`src/rtl/bg_restore_sweeper.sv`:
```
// Raster-sweeps a rectangle of screen coordinates out to the background translator/ROM
// and replots the returned colours through a two-stage pipeline to the VGA adapter.
module bg_restore_sweeper #(
  parameter int unsigned SCREEN_W = 320,
  parameter int unsigned SCREEN_H = 240,
  parameter int unsigned X_W      = 9,
  parameter int unsigned Y_W      = 8,
  parameter int unsigned COLOR_W  = 3
) (
  input  logic               clock,
  input  logic               reset,
  input  logic               start,
  input  logic [X_W-1:0]     x0,
  input  logic [Y_W-1:0]     y0,
  input  logic [X_W-1:0]     w,
  input  logic [Y_W-1:0]     h,
  output logic [X_W-1:0]     scan_x,
  output logic [Y_W-1:0]     scan_y,
  input  logic [COLOR_W-1:0] rom_q,
  output logic [X_W-1:0]     vga_x,
  output logic [Y_W-1:0]     vga_y,
  output logic [COLOR_W-1:0] vga_colour,
  output logic               vga_plot,
  output logic               busy,
  output logic               done
);

  localparam int unsigned XF_W = X_W + 1;
  localparam int unsigned YF_W = Y_W + 1;
  localparam logic [XF_W-1:0] LP_SCR_W = XF_W'(SCREEN_W);
  localparam logic [YF_W-1:0] LP_SCR_H = YF_W'(SCREEN_H);

  typedef enum logic [1:0] {
    S_IDLE  = 2'd0,
    S_SWEEP = 2'd1,
    S_FLUSH = 2'd2,
    S_DONE  = 2'd3
  } state_t;

  state_t r_state;
  state_t w_next;

  logic [X_W-1:0]     r_x0, r_w, r_i;
  logic [Y_W-1:0]     r_y0, r_h, r_j;
  logic [XF_W-1:0]    r_sx;
  logic [YF_W-1:0]    r_sy;
  logic               r_flush_cnt;
  logic               r_s1_valid;
  logic [X_W-1:0]     r_s1_x;
  logic [Y_W-1:0]     r_s1_y;
  logic [X_W-1:0]     r_vga_x;
  logic [Y_W-1:0]     r_vga_y;
  logic [COLOR_W-1:0] r_vga_colour;
  logic               r_vga_plot;
  logic               r_busy;
  logic               r_done;

  logic w_accept;
  logic w_zero;
  logic w_col_last;
  logic w_row_last;
  logic w_visible;
  logic w_advance;
  logic w_s1_valid_d;
  logic w_busy_d;
  logic w_done_d;

  assign w_zero     = (w == '0) || (h == '0);
  assign w_col_last = (r_i == r_w - X_W'(1));
  assign w_row_last = (r_j == r_h - Y_W'(1));
  // Full-width sums so coordinates past the counter width still clip
  assign w_visible  = (r_sx < LP_SCR_W) && (r_sy < LP_SCR_H);

  // State register
  always_ff @(posedge clock or posedge reset) begin
    if (reset) r_state <= S_IDLE;
    else       r_state <= w_next;
  end

  // Next-state logic
  always_comb begin
    w_next = r_state;
    case (r_state)
      S_IDLE:  if (start) w_next = w_zero ? S_DONE : S_SWEEP;
      S_SWEEP: if (w_col_last && w_row_last) w_next = S_FLUSH;
      S_FLUSH: if (r_flush_cnt) w_next = S_DONE;
      S_DONE:  w_next = S_IDLE;
      default: w_next = S_IDLE;
    endcase
  end

  // Output / control decode
  always_comb begin
    w_accept     = 1'b0;
    w_advance    = 1'b0;
    w_s1_valid_d = 1'b0;
    w_busy_d     = (w_next != S_IDLE);
    w_done_d     = 1'b0;
    case (r_state)
      S_IDLE:  w_accept = start;
      S_SWEEP: begin
        w_advance    = !(w_col_last && w_row_last);
        w_s1_valid_d = w_visible;
      end
      S_DONE:  w_done_d = 1'b1;
      default: ;
    endcase
  end

  // Rectangle latch and raster counters; scan coordinates hold once the sweep ends
  always_ff @(posedge clock or posedge reset) begin
    if (reset) begin
      r_x0        <= '0;
      r_y0        <= '0;
      r_w         <= '0;
      r_h         <= '0;
      r_i         <= '0;
      r_j         <= '0;
      r_sx        <= '0;
      r_sy        <= '0;
      r_flush_cnt <= 1'b0;
    end else begin
      if (w_accept) begin
        r_x0 <= x0;
        r_y0 <= y0;
        r_w  <= w;
        r_h  <= h;
        r_i  <= '0;
        r_j  <= '0;
        r_sx <= {1'b0, x0};
        r_sy <= {1'b0, y0};
      end else if (w_advance) begin
        if (w_col_last) begin
          r_i  <= '0;
          r_sx <= {1'b0, r_x0};
          r_j  <= r_j + Y_W'(1);
          r_sy <= r_sy + YF_W'(1);
        end else begin
          r_i  <= r_i + X_W'(1);
          r_sx <= r_sx + XF_W'(1);
        end
      end
      r_flush_cnt <= (r_state == S_FLUSH) ? ~r_flush_cnt : 1'b0;
    end
  end

  // Stage 1 aligns the coordinate with the ROM read; stage 2 drives the plot port
  always_ff @(posedge clock or posedge reset) begin
    if (reset) begin
      r_s1_valid   <= 1'b0;
      r_s1_x       <= '0;
      r_s1_y       <= '0;
      r_vga_x      <= '0;
      r_vga_y      <= '0;
      r_vga_colour <= '0;
      r_vga_plot   <= 1'b0;
      r_busy       <= 1'b0;
      r_done       <= 1'b0;
    end else begin
      r_s1_valid <= w_s1_valid_d;
      r_s1_x     <= r_sx[X_W-1:0];
      r_s1_y     <= r_sy[Y_W-1:0];
      r_vga_plot <= r_s1_valid;
      if (r_s1_valid) begin
        r_vga_x      <= r_s1_x;
        r_vga_y      <= r_s1_y;
        r_vga_colour <= rom_q;
      end
      r_busy <= w_busy_d;
      r_done <= w_done_d;
    end
  end

  assign scan_x     = r_sx[X_W-1:0];
  assign scan_y     = r_sy[Y_W-1:0];
  assign vga_x      = r_vga_x;
  assign vga_y      = r_vga_y;
  assign vga_colour = r_vga_colour;
  assign vga_plot   = r_vga_plot;
  assign busy       = r_busy;
  assign done       = r_done;

endmodule
```
`config.mk`:
```
export PLATFORM = sky130hd
export DESIGN_NAME = bg_restore_sweeper
export DESIGN_NICKNAME = d
export VERILOG_FILES = /design/src/rtl/bg_restore_sweeper.sv
export SDC_FILE = /design/constraint.sdc
export NUM_CORES = 1
export LEC_CHECK = 0
export ABC_AREA = 1
export CAP_MARGIN = 20
export CORE_MARGIN = 3
export CORE_UTILIZATION = 35
export CTS_BUF_LIST = sky130_fd_sc_hd__clkbuf_16
export DETAILED_ROUTE_END_ITERATION = 10
export DONT_BUFFER_PORTS = 1
export PLACE_DENSITY_LB_ADDON = 0.25
export SYNTH_ARGS = -nofsm -noshare
export SYNTH_HDL_FRONTEND = slang
export SYNTH_SLANG_ARGS = --single-unit
```
`constraint.sdc`:
```
create_clock -name clock -period 3.6 [get_ports clock]
set_input_delay 0.72 -clock clock [delete_from_list [all_inputs] [get_ports clock]]
set_output_delay 0.72 -clock clock [all_outputs]
set_load 0.1 [all_outputs]
```
# [Word-level counts from Yosys, hierarchy flattened]
# Cells that the tools add are included.
[word_totals] register_bits=106 input_bits=40 output_inout_bits=40 word_cells=65
[classes] add_sub_neg=6 n_lt_le_gt_ge=2 n_eq_ne=5 mux=22 n_bitwise=1 n_reduce_logical=11
[op_table] cell="$mux W9" count=6
[op_table] cell="$mux W10" count=3
[op_table] cell="$mux W8" count=3
[op_table] cell="$add A9 B1 Y9 const B" count=2
[op_table] cell="$add A10 B1 Y10 const B" count=1
[op_table] cell="$lt A10 B9 Y1 const B" count=1
[op_table] cell="$eq A9 B9 Y1" count=1
[op_table] cell="$logic_not A9 Y1" count=1
[op_table] cell="$lt A9 B8 Y1 const B" count=1
[op_table] cell="$sub A9 B1 Y9 const B" count=1
[op_table] cell="$add A8 B1 Y8 const B" count=1
[op_table] cell="$eq A8 B8 Y1" count=1
[op_table] cell="$logic_not A8 Y1" count=1
[op_table] cell="$mux W2" count=4
[op_table] cell="$pmux W2 S4" count=1
[op_table] cell="$sub A8 B1 Y8 const B" count=1
[op_table] cell="$reduce_bool A2 Y1" count=3
[op_table] cell="$mux W1" count=5
[op_table] cell="$eq A2 B2 Y1 const B" count=2
[op_table] cell="$eq A2 B1 Y1 const B" count=1
[op_table] cell="$logic_and A1 B1 Y1" count=2
[op_table] cell="$logic_not A2 Y1" count=1
[op_table] cell="$reduce_and A2 Y1" count=1
[op_table] cell="$logic_not A1 Y1" count=1
[op_table] cell="2 further kinds" count=2

# [Longest topological paths before layout]
# Gate-level depths: netlist (run 1).
[logic_depth] ltp_word=7 mapped_depth=17 depth_no_buf=16

# [Worst setup path after synthesis (run 1)]
# OpenSTA, ideal clock, no wires.
[synth_timing] path_kind="register -> register" startpoint="register r_w[0]" endpoint="register r_i[4]" setup_time_ns=0.120 arrival_time_ns=1.834 required_ns=3.480 path_slack_ns=1.646 path_stages_with_launch=17 path_buffers=1 synth_period_minus_slack_ns=1.954 path_cell_list="dfrtp_1 inv_2 ha_1 nand2_1 nor2_1 nand2_1 nand2_1 nand2_1 inv_1 nand2_1 nor2_1 nand2_1 nand2_1 buf_2 nor2_1 nand2_1 o21ai_2"
[synth_between] elab_chain_len=6 word_cells_on_any_way=9 classes_between="add/sub (1); eq/ne (1); mux (4); reduce/logical (3)"
[synth_lines] item="from (decl)" line_no="43" source="logic [X_W-1:0] r_x0, r_w, r_i;"
[synth_lines] item="from (signal assigned)" line_no="126" source="r_w <= w;"
[synth_lines] item="$sub A9 B1 Y9 (*)" line_no="69" source="assign w_col_last = (r_i == r_w - X_W'(1));"
[synth_lines] item="$eq A9 B9 Y1 (*)" line_no="69"
[synth_lines] item="$logic_and A1 B1 Y1" line_no="102" source="w_advance = !(w_col_last && w_row_last);"
[synth_lines] item="$logic_not A1 Y1" line_no="102"
[synth_lines] item="$mux W1" line_no="99" source="case (r_state)"
[synth_lines] item="$reduce_bool A2 Y1 (no line)"
[synth_lines] item="to (signal assigned)" line_no="139" source="r_i <= r_i + X_W'(1);"
[synth_lines] item="to (decl)" line_no="43"
# Mark *: on every way between the ends. The rest lies on a longest branch, timed or not. The select of a mux whose other input is x is not followed.
# A chain may end at the register's enable or synchronous reset.

# [Worst setup path in the final report (run 1)]
[layout_timing] startpoint="register r_w[0]" endpoint="register r_i[2]"
# The elaborated chain is that of the path after synthesis.

==> results.py, run 1 <==
metrics = {
    "outcome": {
        "outcome": "finished, final reports clean",
    },
    "logic_synthesis": {
        "synth.most_common_cell": "nand2_1",
        "synth_edf_count": 0,
        "synthesis.nets": 749,
        "ys_types": 35,
        "ys_async_sr_fraction_pct": 100,
        "synth_seq_cells": 106,
        "netlist.area_leader.share_pct": 46.9,
        "synth_common_cells": "233 x nand2_1, 106 x dfrtp_1, 82 x nand3_1",
        "ys.flop_type": "dfrtp_1",
        "netlist.top_cell.by_area": "dfrtp_1",
        "netlist_area_um2": 5660,
        "ys_seq_area_share_pct": 46.9,
        "syn_avg_cell_area_um2": 8.05,
        "netlist_top_cells_area": "dfrtp_1 47%, nand2_1 15%, nand3_1 7.3%, inv_1 4.2%, mux2_2 4.0%",
        "yosysWarnings": 0,
        "syn_inst": 703,
    },
    "setup_path": {
        "worstSetupStartpoint": "r_w[0]$_DFFE_PP0P_",
        "crit_end": "r_i[2]$_DFFE_PP0P_",
        "r2r-end": "r_i[2]$_DFFE_PP0P_",
        "cp_max_fo": 13,
        "r2r_slack_ns": 0.71,
        "endpoint_kind": "flop",
        "worstSetupPathType": "flop to flop",
        "r2r_start": "r_w[0]$_DFFE_PP0P_",
        "rr_worst_depth": 14,
        "crit_required_ns": 3.83,
        "startpoint_type": "flop",
        "cp.arrival_ns": 3.11,
    },
    "global_route": {
        "grt_pass1_wl_um": 21400,
        "antenna_found_initial": 0,
        "grt_max_degree": 67,
        "grt_util_all_layers_pct": 14.8,
        "grt_overflow": 0,
        "grt_pass1_vias": 4199,
    },
    "cts": {
        "cts_tree": "built",
        "clk_latency_ns": 0.35,
        "hold_buffers": 0,
        "cts_buffer_depth": 2,
        "ctsResizeCount": 0,
        "cts-root-buf": "clkbuf_16",
        "clkSlewWorstSetupHoldPaths_ns": 0.07,
        "cts_max_level": 3,
        "postCtsSetupRepairBufs": 0,
        "cts_buffers": 9,
        "cts.sinks": 106,
    },
    "power": {
        "leakagePower_nw": 3.09,
        "total_power_mw": 6.56,
        "powerDensity_nw_per_um2": 1070,
        "vdd_drop_max_uv": 462,
    },
    "floorplan": {
        "die_area_um2": 17700,
        "core_um2": 15500,
        "rows": 45,
        "fp.dieH_um": 133,
        "fp.dieW_um": 133,
        "ios": 80,
        "start_util_pct": 36.5,
    },
    "placed_design": {
        "place_area_um2": 5830,
        "gp_congestion": 0.809,
        "dp.cells": 897,
        "port_buffers": 0,
        "place_hpwl_um": 9340,
    },
    "routing": {
        "drc_errors": 0,
        "via_per_inst": 4.91,
        "vias": 4485,
        "ant_nets": 0,
        "wire_per_inst_um": 14.1,
        "firstDrtPassIters": 5,
        "first_iter_violations": 327,
        "drt_wl_total_um": 12900,
    },
    "hold_path": {
        "hold_path.class": "input pin to async pin",
    },
    "timing": {
        "setup_violations": 0,
        "finClkSkew_ns": 0.00577,
        "worstMarginPinSlew_ns": 1.09,
        "fin_crit_ns": 2.89,
        "hold_viol": 0,
        "finalCritPeriodShare_pct": 80.2,
        "slew_viol_final": 0,
        "slew_headroom_pct": 27.4,
        "rsz0062_at_grt": "no",
        "tns_ns": 0,
        "fmax_ghz": 0.347,
    },
    "job": {
        "cap_violations": 0,
    },
    "finish": {
        "nets": 743,
        "fillers": 1600,
        "area_growth_pct": 8.14,
        "drive_gt1_share_pct": 11.3,
        "instances_no_fill": 913,
        "n_antenna_cell": 0,
        "finalInstanceArea_um2": 6120,
    },
}
==> cells by family after synthesis <==
family          Yosys count  share of synthesized area, %
simple gates            396                          29.8
buf+inv                 103                          8.65
flops                   106                          46.9
mux                      20                          3.98
compound gates           42                          4.56
fa+ha+maj                 6                          1.33
xor+xnor                 30                          4.78
==> layout by cell type (no fill, tap or decap), types with 2 or more instances in the layout <==
cell         n
inv_1       64
nand2_2      2
nand2_4      3
inv_8        3
nor2_4       3
clkbuf_16    9
o21ai_2      7
nor4_1       3
ha_1         6
nor2_2       2
nand4_1      6
clkinv_4     3
buf_4       19
nor3_1      10
o21ai_0     27
inv_2        3
a21oi_1      2
xnor2_1      7
mux2_2      20
dfrtp_1    106
xor2_1      22
nand2_1    233
nand3_1     82
nor2_1      49
==> per-stage QoR <==
| stage | hold slack (ns) | util [%] | worst slack (ns) |
|---|---|---|---|
| after global placement | 0.425 | 37.6 | 0.913 |
| after global routing | 0.451 | 39.5 | 0.420 |
| final | 0.393 | 39.5 | 0.715 |
| after CTS | 0.432 | 39.5 | 0.765 |
| after floorplan | 0.370 | - | 0.0911 |
| after detailed placement | 0.422 | 37.6 | 0.781 |
==> how the worst min path moves through the flow <==
| stage | startpoint | depth (start not counted) | to | slack, ns |
|---|---|---|---|---|
| after global routing | r_flush_cnt$_DFF_PP0_ | 1 | r_flush_cnt$_DFF_PP0_ | 0.45 |
| after global placement | r_flush_cnt$_DFF_PP0_ | 1 | r_flush_cnt$_DFF_PP0_ | 0.43 |
| after floorplan | r_s1_valid$_DFF_PP0_ | 0 | vga_plot$_DFF_PP0_ | 0.37 |
| after detailed placement | r_flush_cnt$_DFF_PP0_ | 1 | r_flush_cnt$_DFF_PP0_ | 0.42 |
| after CTS | r_flush_cnt$_DFF_PP0_ | 1 | r_flush_cnt$_DFF_PP0_ | 0.43 |
| final | reset | 1 | r_s1_x[1]$_DFF_PP0_ | 0.39 |
==> worst max-delay path: stages (launching register included) <==
cell     delay, ns
dfrtp_1       0.40
inv_2         0.14
ha_1          0.30
nand2_1       0.10
nor2_1        0.18
nand2_1       0.10
nand3_1       0.10
nand3_1       0.08
nor2_1        0.09
nand2_1       0.29
nand2_1       0.47
buf_4         0.28
nor2_1        0.06
nand2_1       0.09
o21ai_2       0.07
==> report_power, final <==
group	internal (mW)	switching [mW]	total (mW)
clock	0.485	0.470	0.955
combinational	0.894	1.69	2.58
sequential	1.66	1.36	3.02
==> layout make-up <==
class                           count  area (µm²)  area share, %
Clock buffer                        9         225           3.68
Inverter                           67         254           4.15
Clock inverter                      7        63.8           1.04
Tap cell                          211         264           4.31
Timing Repair Buffer               19         143           2.33
Multi-Input combinational cell    494        2520           41.1
Sequential cell                   106        2650           43.4
==> registers in the layout, indices dropped and copies added, names as in the netlist <==
register,cells
r_flush_cnt,1
vga_colour,3
r_sy,9
r_s1_y,8
vga_y,8
r_state,2
r_sx,10
done,1
busy,1
r_s1_valid,1
r_x0,9
r_j,8
r_w,9
r_h,8
r_i,9
vga_plot,1
vga_x,9
r_s1_x,9
==> routing by layer <==
metal  global-route usage (%)  wire length (µm)  share of wire [%]
met1                     20.1              5980                 46
met2                     23.1              5820                 45
met3                     3.74               888                6.9
met4                     4.91               224                1.7
met5                        0                 0                  0
(Power assumes the default switching activity.)
==> run 2: changes to the inputs <==
- clock period: 3.6 -> 2.9 ns (I/O delays scaled with it)
==> results.py, run 2 (synthesis gave the netlist of run 1 again) <==
metrics = {
    "timing": {
        "finClkSkew_ns": 0.00945,
        "rsz0062_at_grt": "no",
        "setup_violations": 0,
        "slew_viol_final": 0,
        "fin_crit_ns": 2.60,
        "worstMarginPinSlew_ns": 0.918,
        "finalCritPeriodShare_pct": 89.5,
        "tns_ns": 0,
        "hold_viol": 0,
        "slew_headroom_pct": 38.6,
        "fmax_ghz": 0.385,
    },
    "cts": {
        "hold_buffers": 0,
        "cts.sinks": 106,
        "cts_buffers": 9,
        "cts_max_level": 3,
        "clkSlewWorstSetupHoldPaths_ns": 0.08,
        "cts-root-buf": "clkbuf_16",
        "clk_latency_ns": 0.35,
        "cts_tree": "built",
        "cts_buffer_depth": 2,
        "postCtsSetupRepairBufs": 0,
    },
    "setup_path": {
        "endpoint_kind": "flop",
        "cp_common_cell": "nand3_1",
        "r2r_slack_ns": 0.30,
        "rr_worst_depth": 13,
        "slowest_delay_ns": 0.40,
        "worstSetupPathType": "flop to flop",
        "startpoint_type": "flop",
        "r2r_start": "r_w[0]$_DFFE_PP0P_",
        "cp_max_fo": 34,
        "crit_chain": "inv_2 > ha_1 > nand2_1 > nand3_1 > nand3_1 > nor2_1 > nand3_1 > nor2_4 > nand2_2 > nand2_4 > nand2_4 > inv_2 > nand3_1",
        "cp.arrival_ns": 2.83,
        "crit_slowest_cell": "dfrtp_1",
        "r2r-end": "busy$_DFF_PP0_",
        "crit_required_ns": 3.13,
    },
    "routing": {
        "drt_wl_total_um": 12700,
        "via_per_inst": 4.78,
        "drc_errors": 0,
        "vias": 4380,
        "ant_nets": 0,
        "wire_per_inst_um": 13.9,
        "firstDrtPassIters": 4,
        "first_iter_violations": 368,
    },
    "finish": {
        "largest_register": "r_sx",
        "nets": 746,
        "fin_util_pct": 39.7,
        "n_antenna_cell": 0,
        "drive_gt1_share_pct": 11.8,
        "fillers": 1559,
        "largest_reg_flops": 10,
        "layout_commonest_cell": "nand2_1",
        "area_growth_pct": 8.78,
        "finalInstanceArea_um2": 6150,
        "layout_common_cells": "232 x nand2_1, 106 x dfrtp_1, 82 x nand3_1",
    },
    "global_route": {
        "grt_overflow": 0,
        "grt_util_all_layers_pct": 14.9,
        "grt_pass1_wl_um": 21400,
        "grt_max_degree": 107,
        "grt_pass1_vias": 4237,
        "antenna_found_initial": 0,
    },
    "hold_path": {
        "hold_path.class": "input pin to async pin",
    },
    "power": {
        "vdd_drop_max_uv": 552,
        "switching_power_mw": 4.37,
        "p_int_mw": 3.79,
        "p_seq_share_pct": 43.5,
        "clockPowerShare_pct": 14.7,
        "pwr-share-comb_pct": 41.8,
        "powerDensity_nw_per_um2": 1330,
        "power.share.switching_pct": 53.5,
        "total_power_mw": 8.16,
        "leakagePower_nw": 3.11,
    },
    "floorplan": {
        "die_area_um2": 17700,
        "start_util_pct": 36.5,
        "ios": 80,
        "fp.dieW_um": 133,
        "rows": 45,
        "core_um2": 15500,
        "fp.dieH_um": 133,
    },
    "job": {
        "cap_violations": 0,
    },
    "outcome": {
        "outcome": "finished, final reports clean",
    },
    "placed_design": {
        "port_buffers": 0,
        "gp_congestion": 0.848,
        "place_hpwl_um": 9220,
        "place_area_um2": 5870,
    },
}
## run 2: power by group through the flow
stage	clock, mW	sequential, mW	combinational [mW]
after floorplan	0	3.46	2.96
after global placement	0	3.57	3.36
after detailed placement	0	3.59	3.42
after CTS	1.25	3.56	3.43
after global routing	1.30	3.65	3.85
final	1.20	3.55	3.41
## run 2: critical path: cells and delay by family, from the launching register on
kind	cells	cell delay (ns)
flip-flops	1	0.40
buffers and inverters	2	0.38
AND/OR/NAND/NOR	10	1.42
adder cells (fa/ha/maj)	1	0.29
## run 2: stage by stage
step / instances / hold WS (ns) / setup WS, ns
4_1_cts: 916 / 0.282 / 0.306
3_5_place_dp: 900 / 0.436 / 0.333
6_report: 916 / 0.238 / 0.303
2_1_floorplan: 703 / 0.370 / 0.946
5_1_grt: 916 / 0.288 / 0.00934
3_3_place_gp: 900 / 0.432 / 0.398
## run 2: how the worst max path moves through the flow
stage	from	endpoint	slack, ns	depth (start not counted)
floorplan	r_w[0]$_DFFE_PP0P_	r_i[4]$_DFFE_PP0P_	0.95	16
global placement	r_w[0]$_DFFE_PP0P_	r_sx[6]$_DFFE_PP0P_	0.40	16
detailed placement	r_w[0]$_DFFE_PP0P_	busy$_DFF_PP0_	0.33	13
CTS	r_w[0]$_DFFE_PP0P_	r_sx[6]$_DFFE_PP0P_	0.31	14
global route	r_w[0]$_DFFE_PP0P_	r_sx[6]$_DFFE_PP0P_	0.009	14
finish	r_w[0]$_DFFE_PP0P_	busy$_DFF_PP0_	0.30	13
## run 2: repair_timing
item                                    CTS  global route
endpoints found under the setup margin    0             1
gates resized for setup                   0             1
hold endpoints to repair                  0             0
## run 2: area by class of cell
class                      count  area [µm²]  area share [%]
sequential                   106        2650            43.1
clock buffer                   9         225            3.66
tap                          211         264            4.29
inverter                      67         255            4.15
clock inverter                 7        61.3           0.996
timing repair buffer          22         178            2.89
multi-input combinational    494        2520            40.9
## run 2: per-layer routing
metal	routed length (µm)	track usage [%]
met1	5880	20.4
met4	190	4.57
met5	0	0
met2	5770	22.9
met3	904	4.23
==> run 3: changes to the inputs <==
--- a/config.mk
+++ b/config.mk
@@ -9,2 +9,4 @@
 export CAP_MARGIN = 20
+export CELL_PAD_IN_SITES_DETAIL_PLACEMENT = 0
+export CELL_PAD_IN_SITES_GLOBAL_PLACEMENT = 1
 export CORE_MARGIN = 3
==> constraint.sdc (replaced) <==
create_clock -name clock -period 2.9 [get_ports clock]
set_input_delay 0.435 -clock clock [delete_from_list [all_inputs] [get_ports clock]]
set_output_delay 0.435 -clock clock [all_outputs]
set_load 0.1 [all_outputs]
==> results.py, run 3 (synthesis gave the netlist of run 1 again) <==
metrics = {
    "finish": {
        "largest_register": "r_sx",
        "layout_common_cells": "233 x nand2_1, 106 x dfrtp_1, 82 x nand3_1",
        "multi_input_area_um2": 2520,
        "largest_reg_flops": 10,
        "drive_gt1_share_pct": 12.5,
        "nets": 755,
        "fillers": 1598,
        "ff_latch_area_um2": 2650,
        "layout_commonest_cell": "nand2_1",
        "n_antenna_cell": 0,
        "area_growth_pct": 10.1,
    },
    "cts": {
        "cts_max_level": 3,
        "cts_tree": "built",
        "cts.sinks": 106,
        "clk_latency_ns": 0.35,
        "clkSlewWorstSetupHoldPaths_ns": 0.07,
        "cts_buffers": 9,
        "cts-root-buf": "clkbuf_16",
        "cts_buffer_depth": 2,
    },
    "timing": {
        "worstMarginPinSlew_ns": 0.922,
        "setup_violations": 0,
        "finClkSkew_ns": 0.00968,
        "hold_viol": 0,
        "tns_ns": 0,
        "finalCritPeriodShare_pct": 85.9,
        "fin_crit_ns": 2.49,
        "rsz0062_at_grt": "no",
        "setup_slack_ns": 0.409,
        "slew_headroom_pct": 38.5,
        "slew_viol_final": 0,
        "fmax_ghz": 0.401,
        "whs_ns": 0.207,
    },
    "setup_path": {
        "startpoint_type": "flop",
        "r2r-end": "r_j[3]$_DFFE_PP0P_",
        "cp_max_fo": 17,
        "worstSetupPathType": "flop to flop",
        "slowest_delay_ns": 0.66,
        "crit_chain": "inv_2 > ha_1 > nand2_1 > nor2_1 > nand2_1 > nand3_1 > nand2_1 > nand3_1 > nor2_4 > a31oi_2 > nand2_1 > nand2_1",
        "crit_slowest_cell": "a31oi_2",
        "cp.arrival_ns": 2.78,
        "r2r_slack_ns": 0.41,
        "crit_required_ns": 3.19,
        "rr_worst_depth": 12,
        "r2r_start": "r_w[0]$_DFFE_PP0P_",
        "cp_common_cell": "nand2_1",
        "endpoint_kind": "flop",
    },
    "routing": {
        "vias": 4338,
        "drc_errors": 0,
        "firstDrtPassIters": 4,
        "ant_nets": 0,
        "drt_wl_total_um": 13100,
        "wire_per_inst_um": 14.1,
        "first_iter_violations": 272,
        "via_per_inst": 4.69,
    },
    "floorplan": {
        "die_area_um2": 17700,
        "ios": 80,
        "fp.dieW_um": 133,
        "start_util_pct": 36.5,
        "rows": 45,
        "core_um2": 15500,
        "fp.dieH_um": 133,
    },
    "power": {
        "vdd_drop_max_uv": 480,
        "powerDensity_nw_per_um2": 1310,
        "leakagePower_nw": 3.15,
    },
    "placed_design": {
        "gp_congestion": 0.849,
        "port_buffers": 0,
        "place_hpwl_um": 9690,
        "pre_cts_slack_ns": 0.256,
    },
    "job": {
        "cap_violations": 0,
    },
    "global_route": {
        "antenna_found_initial": 0,
        "grt_max_degree": 46,
        "grt_util_all_layers_pct": 15.5,
        "grt_overflow": 0,
        "grt_pass1_vias": 4358,
        "grt_pass1_wl_um": 22300,
    },
    "hold_path": {
        "hold_path_end": "r_h[2]$_DFFE_PP0P_",
        "hold_depth": 2,
        "holdCritStartpoint": "h[2]",
        "hold_path.class": "input pin to flop",
    },
    "outcome": {
        "outcome": "finished, final reports clean",
    },
}
run 3: worst max-delay path by stage:
stage	start	endpoint	cells past startpoint
3_3_place_gp	r_w[0]$_DFFE_PP0P_	r_i[6]$_DFFE_PP0P_	14
4_1_cts	r_w[0]$_DFFE_PP0P_	r_i[6]$_DFFE_PP0P_	14
3_5_place_dp	r_w[0]$_DFFE_PP0P_	r_i[6]$_DFFE_PP0P_	14
5_1_grt	r_h[0]$_DFFE_PP0P_	r_j[4]$_DFFE_PP0P_	13
6_report	r_w[0]$_DFFE_PP0P_	r_j[3]$_DFFE_PP0P_	12
2_1_floorplan	r_w[0]$_DFFE_PP0P_	r_i[4]$_DFFE_PP0P_	16
run 3: per-layer routing:
layer | share of wire [%] | track usage (%) | wire length (µm) | vias to the layer above
met5 | 0 | 0 | 0 | -
met4 | 0.87 | 3.94 | 114 | 0
met3 | 4.1 | 3.70 | 534 | 9
met2 | 46 | 24.9 | 5970 | 82
met1 | 49 | 21.2 | 6440 | 2007
li1 | - | - | - | 2240
run 3: layout make-up:
| cell class | count | share of cell area, % |
|---|---|---|
| tap | 211 | 4.24 |
| clock inverter | 7 | 0.884 |
| sequential | 106 | 42.6 |
| multi-input combinational | 494 | 40.4 |
| timing repair buffer | 31 | 4.18 |
| inverter | 67 | 4.10 |
| clock buffer | 9 | 3.62 |
run 3: where the power goes:
| group | leakage (nW) | internal (mW) | switching (mW) |
|---|---|---|---|
| clock network | 0.138 | 0.592 | 0.567 |
| logic | 1.67 | 1.15 | 2.26 |
| registers | 1.34 | 2.06 | 1.51 |
run 3: per-stage QoR:
step	cells	power [mW]	cell area [µm²]	util (%)
2_1_floorplan	703	6.42	5660	-
3_3_place_gp	905	6.97	5900	38.1
3_5_place_dp	906	7.03	5920	38.3
4_1_cts	923	8.23	6210	40.1
5_1_grt	925	8.80	6230	40.2
6_report	925	8.13	6230	40.2
run 3: critical path, delay by kind of cell, from the launching register on:
family / cells / cell delay, ns
buffers and inverters: 1 / 0.15
adders and majority gates: 1 / 0.29
AOI/OAI and AO/OA: 1 / 0.66
DFF: 1 / 0.40
and+or+nand+nor: 9 / 0.93
run 3: timing repair:
| action | in CTS | in global routing |
|---|---|---|
| setup endpoints to repair | 0 | 2 |
| hold endpoints to repair | 12 | 0 |
| resized for setup | 0 | 0 |
| setup buffers | 0 | 2 |
| hold buffers | 1 | 0 |
